File: src/rtl/mem_arbiter.sv
// Two-port memory arbiter: fetch (imem) and data (dmem) share one memory port.
// Optional MEM_ARB_FAIR_EN swaps fixed dmem>imem priority for round-robin.

module mem_arb_req_buf #(
   parameter int XLEN = 32
) (
   input  logic              clk,
   input  logic              rst,
   input  logic              valid,
   input  logic              instr,
   input  logic [XLEN-1:0]   addr,
   input  logic [XLEN-1:0]   wdata,
   input  logic [XLEN/8-1:0] wstrb,
   input  logic              clr,
   output logic              full,
   output logic              q_instr,
   output logic [XLEN-1:0]   q_addr,
   output logic [XLEN-1:0]   q_wdata,
   output logic [XLEN/8-1:0] q_wstrb
);
   // One outstanding request per side: a strobe while full is dropped.
   always_ff @(posedge clk or negedge rst) begin
      if (!rst) begin
         full    <= 1'b0;
         q_instr <= 1'b0;
         q_addr  <= '0;
         q_wdata <= '0;
         q_wstrb <= '0;
      end else if (clr) begin
         full <= 1'b0;
      end else if (valid && !full) begin
         full    <= 1'b1;
         q_instr <= instr;
         q_addr  <= addr;
         q_wdata <= wdata;
         q_wstrb <= wstrb;
      end
   end
endmodule

module mem_arbiter #(
   parameter int XLEN = 32
) (
   input  logic              clk,
   input  logic              rst,
   input  logic              imem_valid,
   input  logic              imem_instr,
   input  logic [XLEN-1:0]   imem_addr,
   input  logic [XLEN-1:0]   imem_wdata,
   input  logic [XLEN/8-1:0] imem_wstrb,
   output logic              imem_ready,
   output logic [XLEN-1:0]   imem_rdata,
   input  logic              dmem_valid,
   input  logic              dmem_instr,
   input  logic [XLEN-1:0]   dmem_addr,
   input  logic [XLEN-1:0]   dmem_wdata,
   input  logic [XLEN/8-1:0] dmem_wstrb,
   output logic              dmem_ready,
   output logic [XLEN-1:0]   dmem_rdata,
   output logic              mem_valid,
   output logic              mem_instr,
   output logic [XLEN-1:0]   mem_addr,
   output logic [XLEN-1:0]   mem_wdata,
   output logic [XLEN/8-1:0] mem_wstrb,
   input  logic              mem_ready,
   input  logic [XLEN-1:0]   mem_rdata
);
   localparam int SW = XLEN/8;
   localparam int SIDE_I = 0;
   localparam int SIDE_D = 1;

   localparam logic [1:0] IDLE    = 2'd0;
   localparam logic [1:0] GRANT_I = 2'd1;
   localparam logic [1:0] GRANT_D = 2'd2;

   logic [1:0]                v, ins, full, done, eff_pend, eff_ins;
   logic [1:0][XLEN-1:0]      a, wd, q_a, q_wd, eff_a, eff_wd;
   logic [1:0][SW-1:0]        ws, q_ws, eff_ws;
   logic [1:0]                q_ins;
   logic [1:0]                state;
   logic                      fire, pick, any_pend;

   assign v   = {dmem_valid, imem_valid};
   assign ins = {dmem_instr, imem_instr};
   assign a   = {dmem_addr,  imem_addr};
   assign wd  = {dmem_wdata, imem_wdata};
   assign ws  = {dmem_wstrb, imem_wstrb};

   // mem_valid is high exactly while a grant is active
   assign fire    = mem_valid & mem_ready;
   assign done[SIDE_I] = fire & (state == GRANT_I);
   assign done[SIDE_D] = fire & (state == GRANT_D);

   genvar s;
   generate
      for (s = 0; s < 2; s++) begin : g_side
         mem_arb_req_buf #(.XLEN(XLEN)) u_buf (
            .clk     (clk),
            .rst     (rst),
            .valid   (v[s]),
            .instr   (ins[s]),
            .addr    (a[s]),
            .wdata   (wd[s]),
            .wstrb   (ws[s]),
            .clr     (done[s]),
            .full    (full[s]),
            .q_instr (q_ins[s]),
            .q_addr  (q_a[s]),
            .q_wdata (q_wd[s]),
            .q_wstrb (q_ws[s])
         );

         // Pending as seen at this edge: a held request not completing now,
         // or a fresh strobe being captured now (lets grant start at N+1).
         assign eff_pend[s] = (full[s] & ~done[s]) | (v[s] & ~full[s]);
         assign eff_ins[s]  = full[s] ? q_ins[s] : ins[s];
         assign eff_a[s]    = full[s] ? q_a[s]   : a[s];
         assign eff_wd[s]   = full[s] ? q_wd[s]  : wd[s];
         assign eff_ws[s]   = full[s] ? q_ws[s]  : ws[s];
      end
   endgenerate

   assign any_pend = |eff_pend;

`ifdef MEM_ARB_FAIR_EN
   logic last_gnt;

   always_comb begin
      pick = 1'b0;
      if (eff_pend[SIDE_D] && eff_pend[SIDE_I]) pick = ~last_gnt;
      else                                      pick = eff_pend[SIDE_D];
   end

   always_ff @(posedge clk or negedge rst) begin
      if (!rst)                              last_gnt <= 1'(SIDE_I);
      else if ((state == IDLE || fire) && any_pend) last_gnt <= pick;
   end
`else
   always_comb begin
      pick = eff_pend[SIDE_D];
   end
`endif

   always_ff @(posedge clk or negedge rst) begin
      if (!rst) begin
         state      <= IDLE;
         mem_valid  <= 1'b0;
         mem_instr  <= 1'b0;
         mem_addr   <= '0;
         mem_wdata  <= '0;
         mem_wstrb  <= '0;
         imem_ready <= 1'b0;
         imem_rdata <= '0;
         dmem_ready <= 1'b0;
         dmem_rdata <= '0;
      end else begin
         imem_ready <= done[SIDE_I];
         dmem_ready <= done[SIDE_D];
         // Writes complete without disturbing the last read data.
         if (done[SIDE_I] && mem_wstrb == '0) imem_rdata <= mem_rdata;
         if (done[SIDE_D] && mem_wstrb == '0) dmem_rdata <= mem_rdata;
         if (state == IDLE || fire) begin
            if (any_pend) begin
               state     <= pick ? GRANT_D : GRANT_I;
               mem_valid <= 1'b1;
               mem_instr <= eff_ins[pick];
               mem_addr  <= eff_a[pick];
               mem_wdata <= eff_wd[pick];
               mem_wstrb <= eff_ws[pick];
            end else begin
               state     <= IDLE;
               mem_valid <= 1'b0;
            end
         end
      end
   end
endmodule
File: config.mk
export PLATFORM = sky130hd
export DESIGN_NAME = mem_arbiter
export DESIGN_NICKNAME = d
export VERILOG_FILES = /design/src/rtl/mem_arbiter.sv
export SDC_FILE = /design/constraint.sdc
export NUM_CORES = 1
export LEC_CHECK = 0
export CORE_AREA = 2 2 160 162
export DETAILED_ROUTE_END_ITERATION = 8
export DIE_AREA = 0 0 162 164
export PLACE_DENSITY = 0.95
export SLEW_MARGIN = 20
export SYNTH_ARGS = -nofsm -noshare
export SYNTH_HDL_FRONTEND = slang
export SYNTH_HIERARCHICAL = 1
export SYNTH_SLANG_ARGS = --single-unit
File: constraint.sdc
create_clock -name clk -period 4.2 [get_ports clk]
set_clock_uncertainty 0.2 [all_clocks]
set_input_delay 0.84 -clock clk [delete_from_list [all_inputs] [get_ports clk]]
set_output_delay 0.84 -clock clk [all_outputs]
set_load 0.01 [all_outputs]
# Word level (Yosys, flattened, before mapping)
# Index checks and enable logic that the tools add are counted.
[op_classes] bitwise_logic=13 n_mux=23 n_eq_ne=2 magnitude_cmp=1 n_reduce_logical=15
[op_table] operator="$mux W32" count=8
[op_table] operator="$mux W4" count=4
[op_table] operator="$mux W1" count=9
[op_table] operator="$and A1 B1 Y1" count=7
[op_table] operator="$reduce_and A2 Y1" count=3
[op_table] operator="$logic_and A1 B1 Y1" count=4
[op_table] operator="$logic_not A4 Y1" count=1
[op_table] operator="$mux W2" count=2
[op_table] operator="$not A1 Y1" count=4
[op_table] operator="$reduce_bool A2 Y1" count=2
[op_table] operator="$eq A2 B1 Y1 const B" count=1
[op_table] operator="$eq A2 B2 Y1 const B" count=1
[op_table] operator="$logic_not A1 Y1" count=2
[op_table] operator="$logic_not A2 Y1" count=1
[op_table] operator="$lt A1 B2 Y1 const B" count=1
[op_table] operator="$or A1 B1 Y1" count=2
[op_table] operator="$reduce_or A2 Y1" count=1
[op_table] operator="$logic_or A1 B1 Y1" count=1
[totals] out_inout_bits=136 regBits=278

# Logic depth before layout (Yosys ltp)
# Gate-level depths: netlist of run 1.
[depth] depth_word=7 depth_mapped=7 depth_no_buf=4

# Hierarchy
# Netlist of run 1, hierarchy kept.
[modules_own_cells] mod="mem_arbiter" seq_area_each_um2=3453.3 area_each_um2=8101.5 cells_each=716 instances=1
[modules_own_cells] mod="mem_arb_req_buf" seq_area_each_um2=1751.7 area_each_um2=2592.5 cells_each=149 instances=2

# Least setup slack after synthesis of run 1
# No wires, ideal clock.
[synth_path] path_kind="input -> register" startpoint="input mem_ready" endpoint="register g_side[1].u_buf.q_addr[16]" required_time_ps=3873 setup_time_ps=127 path_slack_ps=1768 stages=6 arrival_ps=2104 n_path_buf=2 cell_sequence="and2_1 and2_1 nor3b_2 buf_4 buf_6 mux2_1"
[synth_via] elab_chain_cells=4
[synth_lines] item="start: declaration" line_no="65" source="input logic mem_ready,"
[synth_lines] item="$and A1 B1 Y1" line_no="90" source="assign fire = mem_valid & mem_ready;"
[synth_lines] item="$and A1 B1 Y1" line_no="92" source="assign done[SIDE_D] = fire & (state == GRANT_D);"
[synth_lines] item="via done[1]" line_no="76" source="logic [1:0] v, ins, full, done, eff_pend, eff_ins;"
[synth_lines] item="$not A1 Y1 (no line)"
[synth_lines] item="$reduce_and A2 Y1 (no line)"
[synth_lines] item="end signal: assignment" line_no="34" source="q_addr <= addr;"
[synth_lines] item="end: declaration" line_no="17" source="output logic [XLEN-1:0] q_addr,"
# The timed path passes the listed nets, and every way through them passes these cells.
# A chain may end at the register's enable or synchronous reset.

# Worst setup path after layout of run 1
[layout_path] startpoint="input dmem_valid" endpoint="register mem_addr[9]"
[layout_via] elab_chain_cells=4
[layout_lines] item="start: declaration" line_no="53" source="input logic dmem_valid,"
[layout_lines] item="$and A1 B1 Y1 *" line_no="115" source="assign eff_pend[s] = (full[s] & ~done[s]) | (v[s] & ~full[s]);"
[layout_lines] item="$or A1 B1 Y1 *" line_no="115"
[layout_lines] item="$mux W32 (implied by the code) / $reduce_or A2 Y1 (equally long branches)" line_no="167, 123"
[layout_lines] item="$mux W32 (implied by the code) / $reduce_and A2 Y1 (equally long branches)"
[layout_lines] item="end signal: assignment" line_no="167" source="mem_addr <= eff_a[pick];"
[layout_lines] item="end: declaration" line_no="62" source="output logic [XLEN-1:0] mem_addr,"
# Mark *: on every way between the ends. The rest lies on a longest branch, timed or not. The select of a mux whose other input is x is not followed.

==> results of run 1 <==
[Yosys cell counts]
| master | instances | area share |
|---|---|---|
| sky130_fd_sc_hd__or4_1 | 1 | 0.00057 |
| sky130_fd_sc_hd__nor2b_1 | 70 | 0.033 |
| sky130_fd_sc_hd__nand2_1 | 4 | 0.0011 |
| sky130_fd_sc_hd__nand3_1 | 1 | 0.00038 |
| sky130_fd_sc_hd__mux2i_1 | 69 | 0.052 |
| sky130_fd_sc_hd__a2111oi_0 | 59 | 0.039 |
| sky130_fd_sc_hd__nand2b_1 | 1 | 0.00047 |
| sky130_fd_sc_hd__mux2_2 | 182 | 0.15 |
| sky130_fd_sc_hd__nor2b_4 | 1 | 0.0010 |
| sky130_fd_sc_hd__buf_2 | 26 | 0.0098 |
| sky130_fd_sc_hd__nor2_1 | 77 | 0.022 |
| sky130_fd_sc_hd__a21boi_1 | 1 | 0.00057 |
| sky130_fd_sc_hd__nor3_1 | 69 | 0.026 |
| sky130_fd_sc_hd__o32a_1 | 1 | 0.00075 |
| sky130_fd_sc_hd__nor4b_1 | 1 | 0.00066 |
| sky130_fd_sc_hd__dfrtp_1 | 278 | 0.52 |
| sky130_fd_sc_hd__or2_1 | 1 | 0.00047 |
| sky130_fd_sc_hd__buf_6 | 9 | 0.0076 |
| sky130_fd_sc_hd__buf_4 | 4 | 0.0023 |
| sky130_fd_sc_hd__a21oi_2 | 1 | 0.00066 |
| sky130_fd_sc_hd__mux2_1 | 20 | 0.017 |
| sky130_fd_sc_hd__a21boi_4 | 1 | 0.0014 |
| sky130_fd_sc_hd__clkbuf_1 | 48 | 0.014 |
| sky130_fd_sc_hd__a2111oi_2 | 70 | 0.079 |
| sky130_fd_sc_hd__a21o_2 | 1 | 0.00066 |
| sky130_fd_sc_hd__and2_1 | 3 | 0.0014 |
| sky130_fd_sc_hd__o21ai_0 | 1 | 0.00038 |
| sky130_fd_sc_hd__o22ai_2 | 1 | 0.00094 |
| sky130_fd_sc_hd__a22o_1 | 1 | 0.00066 |
| sky130_fd_sc_hd__nor3b_2 | 2 | 0.0019 |
| sky130_fd_sc_hd__a2111oi_1 | 9 | 0.0068 |
| sky130_fd_sc_hd__nor2_2 | 1 | 0.00047 |
[power breakdown]
part | total, uW | internal (uW) | leakage [uW] | switching (uW)
clock network | 2490 | 1460 | 0.000454 | 1030
logic | 5990 | 3100 | 0.00353 | 2890
registers | 4880 | 3970 | 0.00338 | 913
[worst register-to-register path, stage by stage, from the launching register on]
cell	delay (ps)
sky130_fd_sc_hd__dfrtp_4	910
sky130_fd_sc_hd__or2_4	500
sky130_fd_sc_hd__a21boi_1	300
sky130_fd_sc_hd__a21boi_4	270
sky130_fd_sc_hd__buf_12	350
sky130_fd_sc_hd__a2111oi_2	260
[through the flow]
step	instances	hold slack (ps)	utilization	power [uW]
2_1_floorplan	1014	254	-	8440
3_3_place_gp	1592	263	0.670	10500
3_5_place_dp	1592	275	0.670	10900
4_1_cts	1644	154	0.707	13400
5_1_grt	1646	173	0.707	14100
6_report	1647	125	0.707	13400
[area by class of cell]
| class | count | area [um^2] |
|---|---|---|
| fillers | 1661 | 7260 |
| flip-flops and latches | 278 | 6960 |
| multi-input cells | 649 | 5920 |
| repair buffers | 335 | 3330 |
| clock buffers | 43 | 818 |
| well taps | 330 | 413 |
| clock inverters | 9 | 95.1 |
| diodes | 3 | 7.51 |
[state kept, by name (all words and copies together), names as in the netlist]
register,cells
dmem_rdata,32
dmem_ready,1
g_side.u_buf/full,2
g_side.u_buf/q_addr,64
g_side.u_buf/q_instr,2
g_side.u_buf/q_wdata,64
g_side.u_buf/q_wstrb,8
imem_rdata,32
imem_ready,1
mem_addr,32
mem_instr,1
mem_valid,1
mem_wdata,32
mem_wstrb,4
state,2
[worst paths after layout]
check | startpoint | to | slack [ps] | depth (start not counted)
min | rst | g_side[1].u_buf/q_wdata[19] | 130 | 1
max | dmem_valid | mem_addr[9] | 1260 | 6
min in group clk | g_side[0].u_buf/q_addr[20] | g_side[0].u_buf/q_addr[20] | 280 | 1
max in group asynchronous | rst | g_side[0].u_buf/q_addr[0] | 2750 | 2
max reg2reg | g_side[0].u_buf/full | mem_addr[23] | 1260 | 5
min reg2reg | g_side[0].u_buf/q_addr[20] | g_side[0].u_buf/q_addr[20] | 280 | 1
[metal layers]
layer / track usage / up-vias / wire length, um
met5: 0 / - / 0
met4: 0.0949 / 0 / 1290
met3: 0.0614 / 83 / 2980
met1: 0.351 / 4994 / 14500
li1: - / 4396 / -
met2: 0.464 / 472 / 17800
[cell families after synthesis]
| kind of cell | after synthesis | synth area share |
|---|---|---|
| compound gates | 146 | 0.131 |
| buf+inv | 87 | 0.0332 |
| flops | 278 | 0.524 |
| mux | 271 | 0.223 |
| simple gates | 232 | 0.0892 |
==> report_table.html, run 1 <==
<table>
<tr><th>Metric</th><th>Value</th></tr>
<tr><th colspan="2">Critical path</th></tr>
<tr><td>Critical path buffers and inverters</td><td>2</td></tr>
<tr><td>Sort of element at the end of the critical path</td><td>register</td></tr>
<tr><td>Max stage delay cell, worst path</td><td>sky130_fd_sc_hd__a2111oi_0</td></tr>
<tr><td>Kind of critical path</td><td>primary input to register</td></tr>
<tr><td>Data arrival at the endpoint of the critical path</td><td>3110 ps</td></tr>
<tr><td>Top fanout value on the critical path</td><td>28</td></tr>
<tr><td>Top delay family on crit path</td><td>compound AO/OA/AOI/OAI gates</td></tr>
<tr><td>Startpoint types</td><td>primary input</td></tr>
<tr><td>Cell-by-cell listing of the critical path</td><td>clkdlybuf4s50_1 -&gt; nor2_1 -&gt; a21o_2 -&gt; buf_4 -&gt; a2111oi_0 -&gt; a2111oi_2</td></tr>
<tr><td>Delay contributed by the slowest stage of the critical path</td><td>750 ps</td></tr>
<tr><td>CP Data Required Time</td><td>4370 ps</td></tr>
<tr><th colspan="2">Placed design</th></tr>
<tr><td>Post-placement cell area</td><td>16,600 um^2</td></tr>
<tr><td>Worst-case setup slack after placement</td><td>826 ps</td></tr>
<tr><td>Placer congestion estimate</td><td>0.768</td></tr>
<tr><td># port buffers</td><td>310</td></tr>
<tr><td>Post-detailed-placement half-perimeter wirelength</td><td>24.1 mm</td></tr>
<tr><th colspan="2">CTS</th></tr>
<tr><td>Number of buffers created by CTS</td><td>29</td></tr>
<tr><td>Sinks on the clock net</td><td>278</td></tr>
<tr><td>Number of buffers added to fix hold violations after cts</td><td>0</td></tr>
<tr><td>Count of buffers added by post-CTS timing repair for setup</td><td>0</td></tr>
<tr><td>TritonCTS clock tree</td><td>yes</td></tr>
<tr><td>CTS-repair resized insts</td><td>0</td></tr>
<tr><td>Clock root buffer master</td><td>sky130_fd_sc_hd__clkbuf_16</td></tr>
<tr><td>Clock insertion delay at the later pin of the skew report</td><td>540 ps</td></tr>
<tr><td>H-tree level count</td><td>1</td></tr>
<tr><td>Buffers from clock root to sink, at most</td><td>3</td></tr>
<tr><td>Clock slew at reported path FFs</td><td>60 ps</td></tr>
<tr><th colspan="2">Detailed routing</th></tr>
<tr><td>DRC violation count after routing</td><td>0</td></tr>
<tr><td>Final ANT Viol Nets</td><td>0</td></tr>
<tr><td>Number of vias per cell after detailed routing</td><td>6.04</td></tr>
<tr><td>Overall routed net length</td><td>36.6 mm</td></tr>
<tr><td>Wire per inst</td><td>22.2 um</td></tr>
<tr><td>Iter 0 DRT Violations</td><td>585</td></tr>
<tr><td>Detailed-router iteration count before antenna repair</td><td>5</td></tr>
<tr><td>Via count</td><td>9,945</td></tr>
<tr><th colspan="2">Synth</th></tr>
<tr><td>Number of nets produced by synthesis</td><td>1,189</td></tr>
<tr><td>Number of distinct library cells after synthesis</td><td>32</td></tr>
<tr><td>Number of warnings issued by yosys</td><td>6</td></tr>
<tr><td>Number of instances in the synthesized netlist</td><td>1,014</td></tr>
<tr><td>FF+latch count, synth</td><td>278</td></tr>
<tr><td>Sequential share of the synthesized area</td><td>0.524</td></tr>
<tr><td>Post-synthesis instance area</td><td>13,300 um^2</td></tr>
<tr><td>Syn_area_per_cell</td><td>13.1 um^2</td></tr>
<tr><th colspan="2">Timing</th></tr>
<tr><td>Final count of hold timing violations</td><td>0</td></tr>
<tr><td>Setup-violating endpoint count in the final report</td><td>0</td></tr>
<tr><td>TNS Setup</td><td>0 ps</td></tr>
<tr><td>Minimum clock period after layout</td><td>2940 ps</td></tr>
<tr><td>Tightest Pin Transition</td><td>796 ps</td></tr>
<tr><td>Final slew viol count</td><td>0</td></tr>
<tr><td>Slew HR</td><td>0.456</td></tr>
<tr><td>Part of the cycle the worst path needs</td><td>0.700</td></tr>
<tr><td>Setup repair after global routing missed its margin</td><td>no</td></tr>
<tr><td>Final worst slack</td><td>1260 ps</td></tr>
<tr><td>Top achievable clock speed</td><td>340 MHz</td></tr>
<tr><th colspan="2">Status</th></tr>
<tr><td>Outcome</td><td>complete, no violations</td></tr>
<tr><th colspan="2">Global routing</th></tr>
<tr><td>Sum of overflow across all layers after global routing</td><td>0</td></tr>
<tr><td>Initial antenna violation count</td><td>2</td></tr>
<tr><td>Global-route wire length before repair</td><td>58.0 mm</td></tr>
<tr><td>Tot GR Track Use</td><td>0.274</td></tr>
<tr><td>Vias in the first global route</td><td>10,400</td></tr>
<tr><td>Maximum number of pins on one net before global-route repair</td><td>94</td></tr>
<tr><th colspan="2">Pwr</th></tr>
<tr><td>Leakage dissipation</td><td>0.00737 uW</td></tr>
<tr><td>Cell Pwr Density</td><td>761 nW/um^2</td></tr>
<tr><td>Worst IR Drop VDD</td><td>0.000547 V</td></tr>
<tr><th colspan="2">Run</th></tr>
<tr><td>Number of violations of the max-capacitance limit</td><td>0</td></tr>
<tr><th colspan="2">Die</th></tr>
<tr><td>Count of standard-cell rows</td><td>58</td></tr>
<tr><td>Die area</td><td>26,600 um^2</td></tr>
<tr><td>Core ar.</td><td>24,800 um^2</td></tr>
<tr><td>Die extent in y</td><td>164 um</td></tr>
<tr><td>I/O pins</td><td>311</td></tr>
<tr><td>Initial standard-cell utilization of the core</td><td>0.535</td></tr>
<tr><td>Horizontal extent of the die</td><td>162 um</td></tr>
<tr><th colspan="2">Cells and area</th></tr>
<tr><td>Most frequent standard cell in the layout excluding fill and tap cells</td><td>sky130_fd_sc_hd__clkdlybuf4s50_1</td></tr>
<tr><td>Layout overhead on the synthesized area</td><td>32.1%</td></tr>
<tr><td>Post-route standard cell area excluding fillers</td><td>17,600 um^2</td></tr>
<tr><td>Fraction of layout instances using a drive strength above 1</td><td>0.252</td></tr>
<tr><td>Final nets</td><td>1,468</td></tr>
<tr><td>Most frequent cells in the layout</td><td>309 x sky130_fd_sc_hd__clkdlybuf4s50_1, 276 x sky130_fd_sc_hd__dfrtp_1, 182 x sky130_fd_sc_hd__mux2_2</td></tr>
<tr><th colspan="2">Hold path</th></tr>
<tr><td>Worst min-delay path category</td><td>primary input to asynchronous set/reset pin</td></tr>
</table>
No activity file was read; power rests on OpenSTA's default activity.
==> run 2, diff against run 1 <==
- CORE_AREA: 2 2 160 162 -> 2 2 165 167
- DIE_AREA: 0 0 162 164 -> 0 0 167 169
- PLACE_DENSITY: 0.95 -> 0.92
- clock period: 4.2 -> 2.8 ns (I/O delays scaled with it)
==> report_table.html, run 2 (synthesized netlist as in run 1, its figures left out) <==
<table>
<tr><th>Metric</th><th>Value</th></tr>
<tr><th colspan="2">Global routing</th></tr>
<tr><td>Vias in the first global route</td><td>10,600 (+1.2%)</td></tr>
<tr><td>Global-route wire length before repair</td><td>58.4 mm (+0.70%)</td></tr>
<tr><td>Tot GR Track Use</td><td>0.258 (-0.0162)</td></tr>
<tr><td>Sum of overflow across all layers after global routing</td><td>0 (unchanged)</td></tr>
<tr><td>Initial antenna violation count</td><td>6 (+4)</td></tr>
<tr><td>Maximum number of pins on one net before global-route repair</td><td>84 (-11%)</td></tr>
<tr><th colspan="2">Critical path</th></tr>
<tr><td>Max stage delay cell, worst path</td><td>sky130_fd_sc_hd__a2111oi_0</td></tr>
<tr><td>Top delay family on crit path</td><td>compound AO/OA/AOI/OAI gates</td></tr>
<tr><td>Startpoint types</td><td>register</td></tr>
<tr><td>CP Data Required Time</td><td>3010 ps (-1360 ps)</td></tr>
<tr><td>Top fanout value on the critical path</td><td>31 (+11%)</td></tr>
<tr><td>Cell-by-cell listing of the critical path</td><td>buf_4 -&gt; a21o_2 -&gt; buf_12 -&gt; a2111oi_0 -&gt; buf_4 -&gt; a2111oi_2</td></tr>
<tr><td>Sort of element at the end of the critical path</td><td>register</td></tr>
<tr><td>Number of cells on the critical path</td><td>6 (unchanged)</td></tr>
<tr><td>Reg-to-reg critical path startpoint</td><td>g_side[1].u_buf/full</td></tr>
<tr><td>Critical path buffers and inverters</td><td>3 (+1)</td></tr>
<tr><td>Register-to-Register Path Depth</td><td>6 (+1)</td></tr>
<tr><td>Kind of critical path</td><td>register to register</td></tr>
<tr><td>Delay contributed by the slowest stage of the critical path</td><td>730 ps (-20 ps)</td></tr>
<tr><td>R2r setup slk</td><td>200 ps (-1060 ps)</td></tr>
<tr><td>Most frequent cell on the critical path</td><td>sky130_fd_sc_hd__buf_4</td></tr>
<tr><td>Data arrival at the endpoint of the critical path</td><td>2810 ps (-300 ps)</td></tr>
<tr><td>Worst flop-to-flop path endpoint</td><td>mem_wdata[25]</td></tr>
<tr><th colspan="2">Timing</th></tr>
<tr><td>Setup-violating endpoint count in the final report</td><td>0 (unchanged)</td></tr>
<tr><td>Final slew viol count</td><td>0 (unchanged)</td></tr>
<tr><td>Slew HR</td><td>0.459 (+0.00270)</td></tr>
<tr><td>Final count of hold timing violations</td><td>0 (unchanged)</td></tr>
<tr><td>Top achievable clock speed</td><td>385 MHz</td></tr>
<tr><td>Tightest Pin Transition</td><td>792 ps (-3.94 ps)</td></tr>
<tr><td>Part of the cycle the worst path needs</td><td>0.928</td></tr>
<tr><td>Hold Worst Slack</td><td>288 ps (+162 ps)</td></tr>
<tr><td>Setup repair after global routing missed its margin</td><td>no</td></tr>
<tr><td>Minimum clock period after layout</td><td>2600 ps</td></tr>
<tr><td>TNS Setup</td><td>0 ps (unchanged)</td></tr>
<tr><th colspan="2">CTS</th></tr>
<tr><td>Sinks on the clock net</td><td>278 (unchanged)</td></tr>
<tr><td>Number of buffers added to fix hold violations after cts</td><td>1 (+1)</td></tr>
<tr><td>Clock root buffer master</td><td>sky130_fd_sc_hd__clkbuf_16</td></tr>
<tr><td>H-tree level count</td><td>1 (unchanged)</td></tr>
<tr><td>Number of buffers created by CTS</td><td>30 (+3.4%)</td></tr>
<tr><td>Clock insertion delay at the later pin of the skew report</td><td>560 ps (+20 ps)</td></tr>
<tr><td>CTS-repair resized insts</td><td>0 (unchanged)</td></tr>
<tr><td>Count of buffers added by post-CTS timing repair for setup</td><td>0 (unchanged)</td></tr>
<tr><td>TritonCTS clock tree</td><td>yes</td></tr>
<tr><td>Buffers from clock root to sink, at most</td><td>3 (unchanged)</td></tr>
<tr><td>Clock slew at reported path FFs</td><td>60 ps (about the same)</td></tr>
<tr><th colspan="2">Detailed routing</th></tr>
<tr><td>Via count</td><td>9,938 (-0.070%)</td></tr>
<tr><td>Final ANT Viol Nets</td><td>0 (unchanged)</td></tr>
<tr><td>DRC violation count after routing</td><td>0 (unchanged)</td></tr>
<tr><td>Number of vias per cell after detailed routing</td><td>5.94 (-1.7%)</td></tr>
<tr><td>Iter 0 DRT Violations</td><td>815 (+39%)</td></tr>
<tr><td>Detailed-router iteration count before antenna repair</td><td>5 (unchanged)</td></tr>
<tr><td>Overall routed net length</td><td>37.0 mm (+1.0%)</td></tr>
<tr><td>Wire per inst</td><td>22.1 um (-0.59%)</td></tr>
<tr><th colspan="2">Die</th></tr>
<tr><td>Die extent in y</td><td>169 um (+3.0%)</td></tr>
<tr><td>Horizontal extent of the die</td><td>167 um (+3.1%)</td></tr>
<tr><td>Core ar.</td><td>26,500 um^2 (+6.8%)</td></tr>
<tr><td>Initial standard-cell utilization of the core</td><td>0.501 (-0.0340)</td></tr>
<tr><td>Count of standard-cell rows</td><td>60 (+3.4%)</td></tr>
<tr><td>Die area</td><td>28,200 um^2 (+6.2%)</td></tr>
<tr><td>I/O pins</td><td>311 (unchanged)</td></tr>
<tr><th colspan="2">Pwr</th></tr>
<tr><td>Cell internal power dissipation</td><td>13,100 uW (+54%)</td></tr>
<tr><td>Part of the power in registers</td><td>0.352 (-0.013)</td></tr>
<tr><td>Combinational Power Share</td><td>0.456 (+0.008)</td></tr>
<tr><td>Cell Pwr Density</td><td>1150 nW/um^2 (+51%)</td></tr>
<tr><td>Power spent charging and discharging nets</td><td>7480 uW (+55%)</td></tr>
<tr><td>Leakage dissipation</td><td>0.00749 uW (+1.6%)</td></tr>
<tr><td>Clock network power share</td><td>0.192 (+0.005)</td></tr>
<tr><td>Sw Ratio</td><td>0.363 (+0.00156)</td></tr>
<tr><td>Worst IR Drop VDD</td><td>0.000725 V (+33%)</td></tr>
<tr><th colspan="2">Cells and area</th></tr>
<tr><td>Fillers</td><td>1,833 (+10%)</td></tr>
<tr><td>Final nets</td><td>1,480 (+0.82%)</td></tr>
<tr><td>Most frequent standard cell in the layout excluding fill and tap cells</td><td>sky130_fd_sc_hd__clkdlybuf4s50_1</td></tr>
<tr><td>Largest regs</td><td>g_side.u_buf/q_addr: 64 flops, g_side.u_buf/q_wdata: 64 flops</td></tr>
<tr><td>Area taken by multi-input logic gates</td><td>5920 um^2 (unchanged)</td></tr>
<tr><td>Layout overhead on the synthesized area</td><td>34.7%</td></tr>
<tr><td>Most frequent cells in the layout</td><td>309 x sky130_fd_sc_hd__clkdlybuf4s50_1, 276 x sky130_fd_sc_hd__dfrtp_1, 182 x sky130_fd_sc_hd__mux2_2</td></tr>
<tr><td>Fraction of layout instances using a drive strength above 1</td><td>0.266 (+0.0139)</td></tr>
<tr><td>Register cell area after layout</td><td>6960 um^2 (unchanged)</td></tr>
<tr><th colspan="2">Run</th></tr>
<tr><td>Number of violations of the max-capacitance limit</td><td>0 (unchanged)</td></tr>
<tr><th colspan="2">Placed design</th></tr>
<tr><td># port buffers</td><td>310 (unchanged)</td></tr>
<tr><td>Post-detailed-placement half-perimeter wirelength</td><td>24.2 mm (+0.46%)</td></tr>
<tr><td>Placer congestion estimate</td><td>0.769 (+0.13%)</td></tr>
<tr><th colspan="2">Status</th></tr>
<tr><td>Outcome</td><td>complete, no violations</td></tr>
<tr><th colspan="2">Hold path</th></tr>
<tr><td>Worst min-delay path category</td><td>primary input to asynchronous set/reset pin</td></tr>
</table>
-- run 2: cell types whose count changed in the layout (fill, tap and decap cells not counted), moves of 2 or more --
cell | previous run | this run
sky130_fd_sc_hd__buf_12 | 3 | 16
sky130_fd_sc_hd__buf_4 | 22 | 19
sky130_fd_sc_hd__diode_2 | 3 | 5
sky130_fd_sc_hd__clkinvlp_4 | 0 | 10
sky130_fd_sc_hd__clkbuf_1 | 10 | 1
-- run 2: how the worst max path moves through the flow --
stage / start / to / slack [ps]
CTS: g_side[1].u_buf/full / mem_wdata[25] / 260
detailed placement: dmem_valid / mem_wdata[25] / -80
finish: g_side[1].u_buf/full / mem_wdata[25] / 200
global route: g_side[1].u_buf/full / mem_wdata[25] / 210
global placement: dmem_valid / mem_wdata[25] / 70
floorplan: mem_ready / g_side[1].u_buf/q_addr[16] / 650
-- run 2: power by group through the flow --
stage	clock [uW]	combinational [uW]	sequential (uW)
2_1_floorplan	0	5400	7260
3_3_place_gp	0	9020	7110
3_5_place_dp	0	9360	7250
4_1_cts	4040	9430	7220
5_1_grt	4200	10100	7470
6_report	3950	9390	7250
-- run 2: worst reg2reg max path, delay by kind of cell (launching register included) --
family,cells,cell delay [ps]
flops,1,520
buf+inv,3,670
compound gates,3,1070
-- run 2: cell type report --
| class | instances | area share |
|---|---|---|
| Sequential cell | 278 | 0.389 |
| Antenna cell | 5 | 0.000699 |
| Tap cell | 341 | 0.0238 |
| Clock buffer | 34 | 0.0445 |
| Multi-Input combinational cell | 649 | 0.331 |
| Clock inverter | 21 | 0.0111 |
| Timing Repair Buffer | 346 | 0.200 |
-- run 2: through the flow --
step	area [um^2]	setup WS (ps)	cells	total power [uW]	util
finish	17900	203	1674	20600	0.676
global route	17900	215	1673	21700	0.675
CTS	17900	265	1669	20700	0.675
detailed placement	16900	-83.4	1613	16600	0.637
global placement	16900	72.4	1613	16100	0.637
floorplan	13300	648	1014	12700	-
-- run 2: metal layers --
layer | global-route usage | vias to the layer above | wire length (um)
met4 | 0.0975 | 2 | 1070
met2 | 0.426 | 417 | 17800
met1 | 0.333 | 5034 | 15100
met3 | 0.0606 | 79 | 2970
met5 | 0 | - | 13
li1 | - | 4406 | -
